$ cat src/rtl/id_stage_hs.sv
// Decode stage between IF and EX: valid/ready on both sides, read-port enable held until its strobe.
// Define ID_FORWARD_EN to let a matching writeback complete a pending read port.
`ifndef OP_R_TYPE
`define OP_NOP    6'h00
`define OP_R_TYPE 6'h01
`define OP_I_TYPE 6'h02
`define OP_LW     6'h03
`define OP_LH     6'h04
`define OP_LD     6'h05
`define OP_BR     6'h06
`define OP_SD     6'h07
`define OP_SH     6'h08
`define OP_SW     6'h09
`define OP_J_TYPE 6'h0A
`define OP_HALT   6'h3F
`endif
`ifndef NOP
`define NOP 32'h0000_0000
`endif

module id_stage_hs #(
  parameter int DATA_W       = 32,
  parameter int REG_ADDR_LEN = 5
) (
  input  logic                    clk,
  input  logic                    rst,
  input  logic                    in_valid,
  output logic                    in_ready,
  input  logic [31:0]             ir_in,
  input  logic [DATA_W-3:0]       pc_in,
  output logic                    out_valid,
  input  logic                    out_ready,
  output logic [31:0]             ir_out,
  output logic [DATA_W-3:0]       pc_out,
  output logic [DATA_W-1:0]       x_out,
  output logic [DATA_W-1:0]       y_out,
  output logic [REG_ADDR_LEN-1:0] rd1_addr,
  output logic [REG_ADDR_LEN-1:0] rd2_addr,
  output logic                    rd1_en,
  output logic                    rd2_en,
  input  logic [DATA_W-1:0]       rd1_data,
  input  logic [DATA_W-1:0]       rd2_data,
  input  logic                    rd1_st,
  input  logic                    rd2_st,
  input  logic                    flush
`ifdef ID_FORWARD_EN
  ,
  input  logic                    wb_en,
  input  logic [REG_ADDR_LEN-1:0] wb_addr,
  input  logic [DATA_W-1:0]       wb_data
`endif
);

  typedef enum logic [1:0] {IDLE, REQ, DONE} state_t;

  state_t                  state_q, state_d;
  logic [31:0]             ir_q, ir_d;
  logic [DATA_W-3:0]       pc_q, pc_d;
  logic [DATA_W-1:0]       x_q, x_d, y_q, y_d;
  logic [REG_ADDR_LEN-1:0] rd1_addr_q, rd1_addr_d, rd2_addr_q, rd2_addr_d;
  logic                    rd1_en_q, rd1_en_d, rd2_en_q, rd2_en_d;

  logic                    accept, hit1, hit2;
  logic [DATA_W-1:0]       cap1, cap2, imm_sext, tgt_zext;
  logic [5:0]              opc;
  logic [REG_ADDR_LEN-1:0] f_rd, f_rs, f_rt;

  assign opc      = ir_in[31:26];
  assign f_rd     = REG_ADDR_LEN'(ir_in[25:21]);
  assign f_rs     = REG_ADDR_LEN'(ir_in[20:16]);
  assign f_rt     = REG_ADDR_LEN'(ir_in[15:11]);
  assign imm_sext = {{(DATA_W-16){ir_in[15]}}, ir_in[15:0]};
  assign tgt_zext = DATA_W'(ir_in[25:0]);

  assign in_ready = !flush && (state_q == IDLE || (state_q == DONE && out_ready));
  assign accept   = in_valid && in_ready;

`ifdef ID_FORWARD_EN
  logic fwd1, fwd2;
  assign fwd1 = wb_en && (wb_addr == rd1_addr_q);
  assign fwd2 = wb_en && (wb_addr == rd2_addr_q);
  assign hit1 = (state_q == REQ) && rd1_en_q && (rd1_st || fwd1);
  assign hit2 = (state_q == REQ) && rd2_en_q && (rd2_st || fwd2);
  assign cap1 = fwd1 ? wb_data : rd1_data;
  assign cap2 = fwd2 ? wb_data : rd2_data;
`else
  assign hit1 = (state_q == REQ) && rd1_en_q && rd1_st;
  assign hit2 = (state_q == REQ) && rd2_en_q && rd2_st;
  assign cap1 = rd1_data;
  assign cap2 = rd2_data;
`endif

  always_comb begin
    state_d    = state_q;
    ir_d       = ir_q;
    pc_d       = pc_q;
    x_d        = x_q;
    y_d        = y_q;
    rd1_addr_d = rd1_addr_q;
    rd2_addr_d = rd2_addr_q;
    rd1_en_d   = rd1_en_q;
    rd2_en_d   = rd2_en_q;
    if (flush) begin
      state_d  = IDLE;
      rd1_en_d = 1'b0;
      rd2_en_d = 1'b0;
      ir_d     = `NOP;
    end else begin
      if (state_q == REQ) begin
        if (hit1) begin
          x_d      = cap1;
          rd1_en_d = 1'b0;
        end
        if (hit2) begin
          y_d      = cap2;
          rd2_en_d = 1'b0;
        end
        if (!rd1_en_d && !rd2_en_d) state_d = DONE;
      end
      if (state_q == DONE && out_ready) state_d = IDLE;
      // Accept only happens in IDLE/DONE, where both enables are already low.
      if (accept) begin
        ir_d = ir_in;
        pc_d = pc_in;
        case (opc)
          `OP_R_TYPE: begin
            rd1_addr_d = f_rs; rd2_addr_d = f_rt; rd1_en_d = 1'b1; rd2_en_d = 1'b1;
          end
          `OP_I_TYPE, `OP_LW, `OP_LH, `OP_LD: begin
            rd1_addr_d = f_rs; rd1_en_d = 1'b1; y_d = imm_sext;
          end
          `OP_BR: begin
            rd1_addr_d = f_rd; rd1_en_d = 1'b1; y_d = imm_sext;
          end
          `OP_SD, `OP_SH, `OP_SW: begin
            rd1_addr_d = f_rd; rd2_addr_d = f_rs; rd1_en_d = 1'b1; rd2_en_d = 1'b1;
          end
          `OP_J_TYPE: x_d = tgt_zext;
          default: ;
        endcase
        state_d = (rd1_en_d || rd2_en_d) ? REQ : DONE;
      end
    end
  end

  always_ff @(posedge clk or posedge rst) begin
    if (rst) begin
      state_q    <= IDLE;
      ir_q       <= `NOP;
      pc_q       <= '0;
      x_q        <= '0;
      y_q        <= '0;
      rd1_addr_q <= '0;
      rd2_addr_q <= '0;
      rd1_en_q   <= 1'b0;
      rd2_en_q   <= 1'b0;
    end else begin
      state_q    <= state_d;
      ir_q       <= ir_d;
      pc_q       <= pc_d;
      x_q        <= x_d;
      y_q        <= y_d;
      rd1_addr_q <= rd1_addr_d;
      rd2_addr_q <= rd2_addr_d;
      rd1_en_q   <= rd1_en_d;
      rd2_en_q   <= rd2_en_d;
    end
  end

  assign out_valid = (state_q == DONE);
  assign ir_out    = ir_q;
  assign pc_out    = pc_q;
  assign x_out     = x_q;
  assign y_out     = y_q;
  assign rd1_addr  = rd1_addr_q;
  assign rd2_addr  = rd2_addr_q;
  assign rd1_en    = rd1_en_q;
  assign rd2_en    = rd2_en_q;

endmodule

$ cat config.mk
export PLATFORM = sky130hd
export DESIGN_NAME = id_stage_hs
export DESIGN_NICKNAME = d
export VERILOG_FILES = /design/src/rtl/id_stage_hs.sv
export SDC_FILE = /design/constraint.sdc
export NUM_CORES = 1
export LEC_CHECK = 0
export CAP_MARGIN = 20
export CORE_AREA = 2 2 120 122
export CTS_BUF_LIST = sky130_fd_sc_hd__clkbuf_4 sky130_fd_sc_hd__clkbuf_8 sky130_fd_sc_hd__clkbuf_16
export DETAILED_ROUTE_END_ITERATION = 6
export DIE_AREA = 0 0 122 124
export PLACE_DENSITY_LB_ADDON = 0.05
export REMOVE_ABC_BUFFERS = 1
export SLEW_MARGIN = 5
export SYNTH_ARGS = -nofsm -noshare
export SYNTH_HDL_FRONTEND = slang
export SYNTH_SLANG_ARGS = --single-unit
$ cat constraint.sdc
create_clock -name clk -period 9.99 [get_ports clk]
set_clock_uncertainty 0.2 [all_clocks]
set_input_delay 1.998 -clock clk [delete_from_list [all_inputs] [get_ports clk]]
set_output_delay 1.998 -clock clk [all_outputs]
set_load 0.03 [all_outputs]
### After elaboration in Yosys (flattened, before gate mapping)

Cells that the tools add are included.

* bits in registers: 140
* bits of input ports: 133
* output and inout port bits: 140
* logic and storage cells: 87

* equality and inequality tests: 12
* mux-type cells: 36
* bitwise logic cells: 1
* reductions and logical operators: 29

Operator list (count)
* $mux W32: 10
* $eq A6 B3 Y1 const B: 4
* $pmux W5 S2: 2
* $eq A6 B4 Y1 const B: 3
* $mux W1: 18
* $eq A6 B2 Y1 const B: 2
* $mux W2: 6
* $reduce_or A5 Y1: 2
* $reduce_or A9 Y1: 1
* $logic_and A1 B1 Y1: 8
* $reduce_bool A4 Y1: 2
* $reduce_or A4 Y1: 2
* $eq A6 B1 Y1 const B: 1
* $reduce_and A3 Y1: 2
* $reduce_bool A2 Y1: 3
* $reduce_and A2 Y1: 2
* $logic_not A1 Y1: 3
* $reduce_or A3 Y1: 1
* $eq A2 B1 Y1 const B: 1
* $eq A2 B2 Y1 const B: 1
* $logic_not A2 Y1: 1
* $logic_or A1 B1 Y1: 2
* $not A1 Y1: 1

### Depth between registers and ports, before layout

Gate-level depths: netlist of the first run.

* depth in word-level cells: 14
* depth in mapped cells: 8
* depth with buffers taken out: 4

### Worst setup path after synthesis of the first run

No wires, ideal clock.

* path kind: input to output
* from: input flush
* to: output in_ready
* arrival: 3.023 ns
* data required time: 7.792 ns
* setup slack: 4.769 ns
* cell stages on the path: 3
* buffers on the path: 2
* cells stage by stage: clkbuf_1 > clkbuf_1 > nor3_1

* cells in the longest elaborated chain, start to end: 2

RTL lines
* start: declaration: RTL line 45 `input logic flush`
* $logic_not A1 Y1: RTL line 75 `assign in_ready = !flush && (state_q == IDLE || (state_q == DONE && out_ready));`
* $logic_and A1 B1 Y1: RTL line 75
* end: declaration: RTL line 28 `output logic in_ready,`

No other way between the ends.

### Worst setup path in the final report of the first run

Ends and elaborated chain as after synthesis.

==> metrics.yaml, run 1 <==
synth_edf_count: 0
antenna_cells: 0
endpoint: "in_ready"
met2_length_mm: 8.72
synth_top_area_frac: 0.574
ys_seq_area_frac: 0.574
die-area_um2: 15100
clk_pin_slew_ns: 0.05
reg2reg_from: "state_q[1]"
die_w_um: 122
hold_buffers: 0
htreeDepth: 4
hold_viol_final: 0
crit_path_start: "flush"
initial_core_util: 0.445
dp_hpwl_mm: 12.7
synth-main-ff-cell: "dfrtp_1"
switchingPower_mw: 0.555
status: "finished clean"
yosysTopAreaCell: "dfrtp_1"
critPathKind: "in -> out"
critPathArrivalTime_ns: 3.69
postSynthAreaPerCell_um2: 12.6
total_power_mw: 1.94
regArea_um2: 3500
maxSlewHeadroom: 0.444
ff2ff_setup_slack_ns: 6.57
fillCellCount: 972
synth_area_leaders: "dfrtp_1 (57%), mux2_2 (9.2%), o221a_2 (7.6%), nand2b_1 (4.8%), a221o_2 (3.1%)"
wl_mm: 18.1
synthToLayoutAreaGrowth_pct: 57.8
vdd_drop_max_v: 0.000117
fmax_ghz: 0.170
wl_met1_mm: 7.08
fin_crit_ns: 5.89
post_cts_buffers: 0
holdCritPathClass: "reg -> reg"
synth-seq-cells: 140
route.met3.wl_mm: 1.80
cts_tree: "done"
num_io_pins: 273
grt_usage: 0.244
cts_buffer_depth: 2
io_buffers: 272
worst_slew_pin_slew_ns: 0.831
p_sw_frac: 0.286
tritoncts.num_buffers: 17
gp_congestion: 0.755
critPathMaxFanout: 41
p_clk_frac: 0.361
highest_layer: "met4"
finalNonFillerCells: 942
seq_power_share: 0.360
leakagePower_nw: 3.99
dp_worst_setup_slack_ns: 4.10
first_iter_violations: 374
r2r_cells: 5
r2r-end: "x_out[7]"
syn_inst: 484
p_comb_frac: 0.278
antenna_found_initial: 0
cts_root_buf: "clkbuf_16"
grt_overflow_total: 0
layout_setup_ws_ns: 4.10
maxCapViolations: 0
synth_async_sr_flop_share: 1.00
drtPass1Iterations: 4
cp.required_ns: 7.79
num_vias: 5009
die_y_um: 124
end_kind: "primary output"
nets: 882
wire_per_inst_um: 19.2
cts-resized-gates: 0
powerDensity_nw_per_um2: 201
maxSlewViolCount: 0
multiInputGateArea_um2: 2430
drt.antenna.violating_nets: 0
fin_crit_sh: 0.590
internal-power_mw: 1.39
grt_pass1_wl_mm: 27.9
yosysWarnings: 0
num_rows: 43
grt_pass1_vias: 5357
drc_errors: 0
core-area_um2: 13700
placed_cells: 910
drive_gt1_frac: 0.245
synth_cell_types: 42
start_kind: "input port"
rsz0062_at_grt: "no"
synth_area_um2: 6100
clock-sinks: 140
grt_max_degree: 87
insertion_delay_ns: 0.41
setup_viol: 0
final.setup.tns_ns: 0
vias_per_cell: 5.32
==> critical path: stages <==
cell	delay, ns
clkdlybuf4s50_1	0.42
buf_4	0.26
nor3_1	0.23
clkdlybuf4s50_1	0.76
==> cell families (layout without fill, tap and decap cells) <==
group	after synthesis	count (layout)	synth area share
and+or+nand+nor	146	146	0.141
AOI/OAI and AO/OA	106	106	0.153
buffers and inverters	35	313	0.0289
muxes	57	57	0.104
DFF	140	140	0.574
==> cell usage in the layout, fill, tap and decap left out, types with 2 or more instances in the layout <==
cell type / synthesis / layout
clkdlybuf4s50_1: 0 / 272
dfrtp_1: 140 / 140
mux2_2: 50 / 50
nand2b_1: 47 / 47
o221a_2: 41 / 41
nand2_1: 35 / 35
o21ai_0: 35 / 35
or2_2: 26 / 26
a221o_2: 17 / 17
clkbuf_16: 0 / 17
nor2_1: 10 / 10
mux2i_1: 7 / 7
clkbuf_8: 0 / 7
a21oi_1: 5 / 5
buf_4: 3 / 5
nor2b_1: 4 / 4
bufinv_16: 0 / 4
nor2_2: 3 / 3
nand3_1: 3 / 3
clkbuf_4: 0 / 3
nand4b_1: 2 / 2
nand3b_1: 2 / 2
nor3b_1: 2 / 2
inv_1: 3 / 2
==> Yosys cell counts (all sizes together) (2+ instances only) <==
library cell	number
buf	20
nand2	35
a21oi	5
nand3b	2
nand3	4
or2	26
clkbuf	12
and3	2
o21ai	37
nor2b	4
dfrtp	140
nor2	13
nand2b	47
inv	3
mux2	50
a221o	17
nor3b	2
nand4b	3
nor3	2
and3b	2
o221a	41
mux2i	7
==> stage by stage <==
step	hold WS [ns]	cell area, um^2	utilization
after floorplan	0.375	5940	-
after global placement	0.289	8930	0.651
after detailed placement	0.295	8960	0.653
after CTS	0.308	9630	0.702
after global routing	0.320	9630	0.702
final	0.305	9630	0.702
==> worst min path at each step <==
stage	from	end	slack [ns]	depth (start not counted)
floorplan	state_q[1]	state_q[1]	0.38	2
global route	rd1_addr[0]	rd1_addr[0]	0.32	1
global placement	pc_out[19]	pc_out[19]	0.29	1
detailed placement	pc_out[22]	pc_out[22]	0.29	1
finish	pc_out[21]	pc_out[21]	0.30	1
CTS	pc_out[21]	pc_out[21]	0.31	1
==> metal layers <==
| layer | vias to the layer above | track usage |
|---|---|---|
| met5 | - | 0 |
| met4 | 0 | 0.106 |
| met3 | 33 | 0.0925 |
| met2 | 220 | 0.404 |
| met1 | 2465 | 0.285 |
| li1 | 2291 | - |
==> sequential cells by signal (all words and copies together) (netlist names) <==
name      flops
ir_out       32
rd1_addr      5
rd2_addr      5
rd1_en        1
rd2_en        1
pc_out       30
y_out        32
state_q       2
x_out        32
==> power groups by stage <==
stage | sequential [mW] | combinational, mW | clock (mW)
5_1_grt | 0.710 | 0.566 | 0.744
2_1_floorplan | 0.871 | 0.110 | 0
3_5_place_dp | 0.707 | 0.543 | 0
3_3_place_gp | 0.703 | 0.537 | 0
6_report | 0.699 | 0.540 | 0.700
4_1_cts | 0.700 | 0.546 | 0.714
==> area by class of cell <==
class,instances,area share
sequential,140,0.364
timing repair buffer,278,0.290
multi-input combinational,309,0.252
clock buffer,27,0.0565
tap,180,0.0234
clock inverter,5,0.0130
inverter,3,0.00169
Note: power is estimated with default switching activity, not from simulation.
==> run 2, diff against run 1 <==
--- a/config.mk
+++ b/config.mk
@@ -6,10 +6,10 @@
 export NUM_CORES = 1
 export LEC_CHECK = 0
 export CAP_MARGIN = 20
-export CORE_AREA = 2 2 120 122
+export CORE_AREA = 2 2 130 132
 export CTS_BUF_LIST = sky130_fd_sc_hd__clkbuf_4 sky130_fd_sc_hd__clkbuf_8 sky130_fd_sc_hd__clkbuf_16
 export DETAILED_ROUTE_END_ITERATION = 6
-export DIE_AREA = 0 0 122 124
+export DIE_AREA = 0 0 132 134
 export PLACE_DENSITY_LB_ADDON = 0.05
 export REMOVE_ABC_BUFFERS = 1
 export SLEW_MARGIN = 5
==> constraint.sdc (replaced) <==
create_clock -name clk -period 5.1 [get_ports clk]
set_clock_uncertainty 0.2 [all_clocks]
set_input_delay 1.02 -clock clk [delete_from_list [all_inputs] [get_ports clk]]
set_output_delay 1.02 -clock clk [all_outputs]
set_load 0.03 [all_outputs]
==> metrics.yaml, run 2 (same netlist as run 1, synthesis figures left out) <==
drc_errors: 0  # unchanged
grt_max_degree: 106  # was 87
cts_root_buf: "clkbuf_16"  # unchanged
critPathKind: "in -> out"  # unchanged
critPathMaxFanout: 19  # was 41
clock-sinks: 140  # unchanged
maxSlewViolCount: 0  # unchanged
met2_length_mm: 8.96  # was 8.72 mm
tritoncts.num_buffers: 17  # unchanged
grt_usage: 0.218  # was 0.244
fin_crit_ns: 4.17
layout_common_cells: "clkdlybuf4s50_1 (272), dfrtp_1 (140), mux2_2 (50)"  # unchanged
setup_viol: 0  # unchanged
gp_congestion: 0.740  # was 0.755
fin_crit_sh: 0.817
route.met3.wl_mm: 1.71  # was 1.80 mm
p_clk_frac: 0.348  # was 0.361
wire_per_inst_um: 19.4  # was 19.2 um
status: "finished clean"  # unchanged
die-area_um2: 17700  # was 15,100 um^2
synthToLayoutAreaGrowth_pct: 57.7  # was 57.8%
p_sw_frac: 0.299  # was 0.286
seq_power_share: 0.368  # was 0.360
stdcell_area_um2: 9620  # was 9630 um^2
placed_cells: 951  # was 910
powerDensity_nw_per_um2: 387  # was 201 nW/um^2
die_y_um: 134  # was 124 um
cts-resized-gates: 0  # unchanged
leakagePower_nw: 3.96  # was 3.99 nW
vias_per_cell: 5.10  # was 5.32
num_io_pins: 273  # unchanged
drt.antenna.violating_nets: 0  # unchanged
finalNonFillerCells: 983  # was 942
start_kind: "input port"  # unchanged
holdCritPathClass: "reg -> reg"  # unchanged
wl_mm: 19.1  # was 18.1 mm
first_iter_violations: 306  # was 374
grt_overflow_total: 0  # unchanged
placed_area_um2: 9000  # was 8960 um^2
antenna_found_initial: 0  # unchanged
htreeDepth: 4  # unchanged
worst_slew_pin_slew_ns: 0.974  # was 0.831 ns
critPathArrivalTime_ns: 2.95  # was 3.69 ns
fmax_ghz: 0.240
cts_buffer_depth: 2  # unchanged
wl_met1_mm: 8.02  # was 7.08 mm
core-area_um2: 16300  # was 13,700 um^2
cts_tree: "done"  # unchanged
num_rows: 47  # was 43
initial_core_util: 0.375  # was 0.445
drtPass1Iterations: 4  # unchanged
dp_hpwl_mm: 13.6  # was 12.7 mm
vdd_drop_max_v: 0.000245  # was 0.000117 V
grt_pass1_vias: 5351  # was 5,357
internal-power_mw: 2.61  # was 1.39 mW
clk_pin_slew_ns: 0.06  # was 0.05 ns
mostFrequentLayoutCell: "clkdlybuf4s50_1"  # unchanged
final.setup.tns_ns: 0  # unchanged
num_vias: 5013  # was 5,009
cp.required_ns: 3.88  # was 7.79 ns
end_kind: "primary output"  # unchanged
p_comb_frac: 0.284  # was 0.278
hold_buffers: 0  # unchanged
rsz0062_at_grt: "no"  # unchanged
insertion_delay_ns: 0.41  # about the same
maxSlewHeadroom: 0.350  # was 0.444
die_w_um: 132  # was 122 um
switchingPower_mw: 1.11  # was 0.555 mW
post_cts_buffers: 0  # unchanged
grt_pass1_wl_mm: 29.9  # was 27.9 mm
holdWs_ns: 0.303  # was 0.305 ns
io_buffers: 272  # unchanged
antenna_cells: 0  # unchanged
highest_layer: "met4"  # unchanged
maxCapViolations: 0  # unchanged
hold_viol_final: 0  # unchanged
nets: 883  # was 882
drive_gt1_frac: 0.246  # was 0.245
-- run 2: final timing paths --
| check | startpoint | end | slack, ns | cells past startpoint |
|---|---|---|---|---|
| max | flush | in_ready | 0.93 | 3 |
| min | rd1_addr[1] | rd1_addr[1] | 0.30 | 1 |
| max reg2reg | state_q[0] | y_out[11] | 2.38 | 4 |
| min reg2reg | rd1_addr[1] | rd1_addr[1] | 0.30 | 1 |
| max in group asynchronous | rst | x_out[7] | 2.84 | 3 |
| min in group asynchronous | rst | pc_out[25] | 0.97 | 2 |
-- run 2: final cells by class --
type	instances	area (um^2)
fillers	1385	6670
clock inverters	10	138
inverters	3	16.3
clock buffers	22	488
repair buffers	279	2780
well taps	220	275
flip-flops and latches	140	3500
multi-input cells	309	2430
-- run 2: worst max-delay path, stage by stage --
cell,delay (ns)
clkdlybuf4s50_1,0.78
nor3_1,0.38
clkdlybuf4s50_1,0.76
-- run 2: routing by layer --
layer	vias up	GRT usage
li1	2293	-
met1	2468	0.273
met2	228	0.350
met3	24	0.0813
met4	0	0.0761
met5	-	0
-- run 2: power groups by stage --
stage | Sequential [mW] | Combinational [mW] | Clock (mW)
3_5_place_dp | 1.39 | 1.07 | 0
6_report | 1.37 | 1.06 | 1.30
3_3_place_gp | 1.38 | 1.05 | 0
2_1_floorplan | 1.71 | 0.215 | 0
4_1_cts | 1.37 | 1.07 | 1.32
5_1_grt | 1.39 | 1.11 | 1.37
-- run 2: metrics by stage --
stage	power [mW]	util	setup WS (ns)
2_1_floorplan	1.92	-	0.127
3_3_place_gp	2.44	0.552	0.986
3_5_place_dp	2.45	0.552	0.896
4_1_cts	3.76	0.591	0.901
5_1_grt	3.87	0.591	0.832
6_report	3.73	0.591	0.935
==> run 3, diff against run 2 <==
--- a/config.mk
+++ b/config.mk
@@ -6,10 +6,10 @@
 export NUM_CORES = 1
 export LEC_CHECK = 0
 export CAP_MARGIN = 20
-export CORE_AREA = 2 2 130 132
+export CORE_AREA = 2 2 124 126
 export CTS_BUF_LIST = sky130_fd_sc_hd__clkbuf_4 sky130_fd_sc_hd__clkbuf_8 sky130_fd_sc_hd__clkbuf_16
 export DETAILED_ROUTE_END_ITERATION = 6
-export DIE_AREA = 0 0 132 134
+export DIE_AREA = 0 0 126 128
 export PLACE_DENSITY_LB_ADDON = 0.05
 export REMOVE_ABC_BUFFERS = 1
 export SLEW_MARGIN = 5
==> constraint.sdc (replaced) <==
create_clock -name clk -period 4.15 [get_ports clk]
set_clock_uncertainty 0.2 [all_clocks]
set_input_delay 0.83 -clock clk [delete_from_list [all_inputs] [get_ports clk]]
set_output_delay 0.83 -clock clk [all_outputs]
set_load 0.03 [all_outputs]
==> metrics.yaml, run 3 (same netlist as run 1, synthesis figures left out) <==
drt.antenna.violating_nets: 0  # unchanged
nets: 885  # was 883
grt_pass1_vias: 5185  # was 5,351
initial_core_util: 0.411  # was 0.375
rsz0062_at_grt: "no"  # unchanged
clock-sinks: 140  # unchanged
num_vias: 4964  # was 5,013
drtPass1Iterations: 5  # was 4
die-area_um2: 16100  # was 17,700 um^2
multiInputGateArea_um2: 2430  # unchanged
cts_tree: "done"  # unchanged
grt_max_degree: 85  # was 106
wire_per_inst_um: 18.9  # was 19.4 um
fmax_ghz: 0.300
core-area_um2: 14900  # was 16,300 um^2
fin_crit_ns: 3.34
maxSlewViolCount: 0  # unchanged
critPathKind: "in -> out"  # unchanged
num_rows: 45  # was 47
setup_viol: 0  # unchanged
gp_congestion: 0.779  # was 0.740
end_kind: "primary output"  # unchanged
cts_root_buf: "clkbuf_16"  # unchanged
die_y_um: 128  # was 134 um
maxSlewHeadroom: 0.376  # was 0.350
io_buffers: 272  # unchanged
die_w_um: 126  # was 132 um
hold_viol_final: 0  # unchanged
worst_slew_pin_slew_ns: 0.933  # was 0.974 ns
holdCritPathClass: "reg -> reg"  # unchanged
tritoncts.num_buffers: 17  # unchanged
synthToLayoutAreaGrowth_pct: 56.0  # was 57.7%
antenna_cells: 0  # unchanged
leakagePower_nw: 3.95  # was 3.96 nW
insertion_delay_ns: 0.41  # about the same
cts-resized-gates: 0  # unchanged
post_cts_buffers: 0  # unchanged
antenna_found_initial: 0  # unchanged
clk_pin_slew_ns: 0.06  # about the same
powerDensity_nw_per_um2: 458  # was 387 nW/um^2
finalNonFillerCells: 953  # was 983
critPathArrivalTime_ns: 2.31  # was 2.95 ns
drc_errors: 0  # unchanged
drive_gt1_frac: 0.250  # was 0.246
start_kind: "input port"  # unchanged
critPathMaxFanout: 3  # was 19
dp_hpwl_mm: 13.0  # was 13.6 mm
grt_usage: 0.225  # was 0.218
hold_buffers: 0  # unchanged
postLayoutCoreUtil: 0.640  # was 0.591
vdd_drop_max_v: 0.000252  # was 0.000245 V
regArea_um2: 3500  # unchanged
cts_buffer_depth: 2  # unchanged
wl_mm: 18.0  # was 19.1 mm
fin_crit_sh: 0.804
cp.required_ns: 3.12  # was 3.88 ns
grt_pass1_wl_mm: 28.2  # was 29.9 mm
first_iter_violations: 235  # was 306
htreeDepth: 4  # unchanged
mostFrequentLayoutCell: "clkdlybuf4s50_1"  # unchanged
num_io_pins: 273  # unchanged
status: "finished clean"  # unchanged
fillCellCount: 1195  # was 1,385
maxCapViolations: 0  # unchanged
grt_overflow_total: 0  # unchanged
placed_cells: 921  # was 951
layout_common_cells: "clkdlybuf4s50_1 (271), dfrtp_1 (140), mux2_2 (50)"  # was clkdlybuf4s50_1 (272), dfrtp_1 (140), mux2_2 (50)
vias_per_cell: 5.21  # was 5.10
run 3: per-stage QoR:
| step | setup slack [ns] | TNS (ns) | hold slack (ns) | area, um^2 | total power, mW |
|---|---|---|---|---|---|
| floorplan | -0.633 | -104.31 | 0.375 | 5940 | 2.36 |
| global placement | 0.802 | 0 | 0.288 | 8980 | 2.99 |
| detailed placement | 0.800 | 0 | 0.294 | 8980 | 3.01 |
| CTS | 0.781 | 0 | 0.307 | 9520 | 4.41 |
| global route | 0.702 | 0 | 0.317 | 9520 | 4.54 |
| finish | 0.813 | 0 | 0.302 | 9520 | 4.36 |
run 3: layout make-up:
| class | instances | area share |
|---|---|---|
| clock inverter | 8 | 0.00447 |
| clock buffer | 24 | 0.0522 |
| timing repair buffer | 281 | 0.294 |
| sequential | 140 | 0.368 |
| inverter | 3 | 0.00171 |
| multi-input combinational | 309 | 0.255 |
| tap | 188 | 0.0247 |
run 3: final timing paths:
check,startpoint,to,slack [ns],depth (start not counted)
max,out_ready,in_ready,0.81,4
min,pc_out[15],pc_out[15],0.30,1
max reg2reg,state_q[0],x_out[24],1.59,4
min reg2reg,pc_out[15],pc_out[15],0.30,1
max in group asynchronous,rst,x_out[31],2.21,3
min in group asynchronous,rst,pc_out[13],0.74,2
run 3: per-layer routing:
metal / share of wire / global-route usage / wire length, um
met5: 0 / 0 / 0
met4: 0.011 / 0.0588 / 201
met3: 0.095 / 0.0952 / 1720
met2: 0.48 / 0.358 / 8600
met1: 0.42 / 0.284 / 7510
run 3: power by group:
group          switching, mW  internal [mW]
logic                  0.669          0.629
registers              0.116           1.57
clock network          0.547          0.830
total                   1.33           3.03
run 3: critical path, cell delays in order:
cell,delay [ns]
clkdlybuf4s50_1,0.47
nor2b_1,0.07
nor3_1,0.21
clkdlybuf4s50_1,0.73
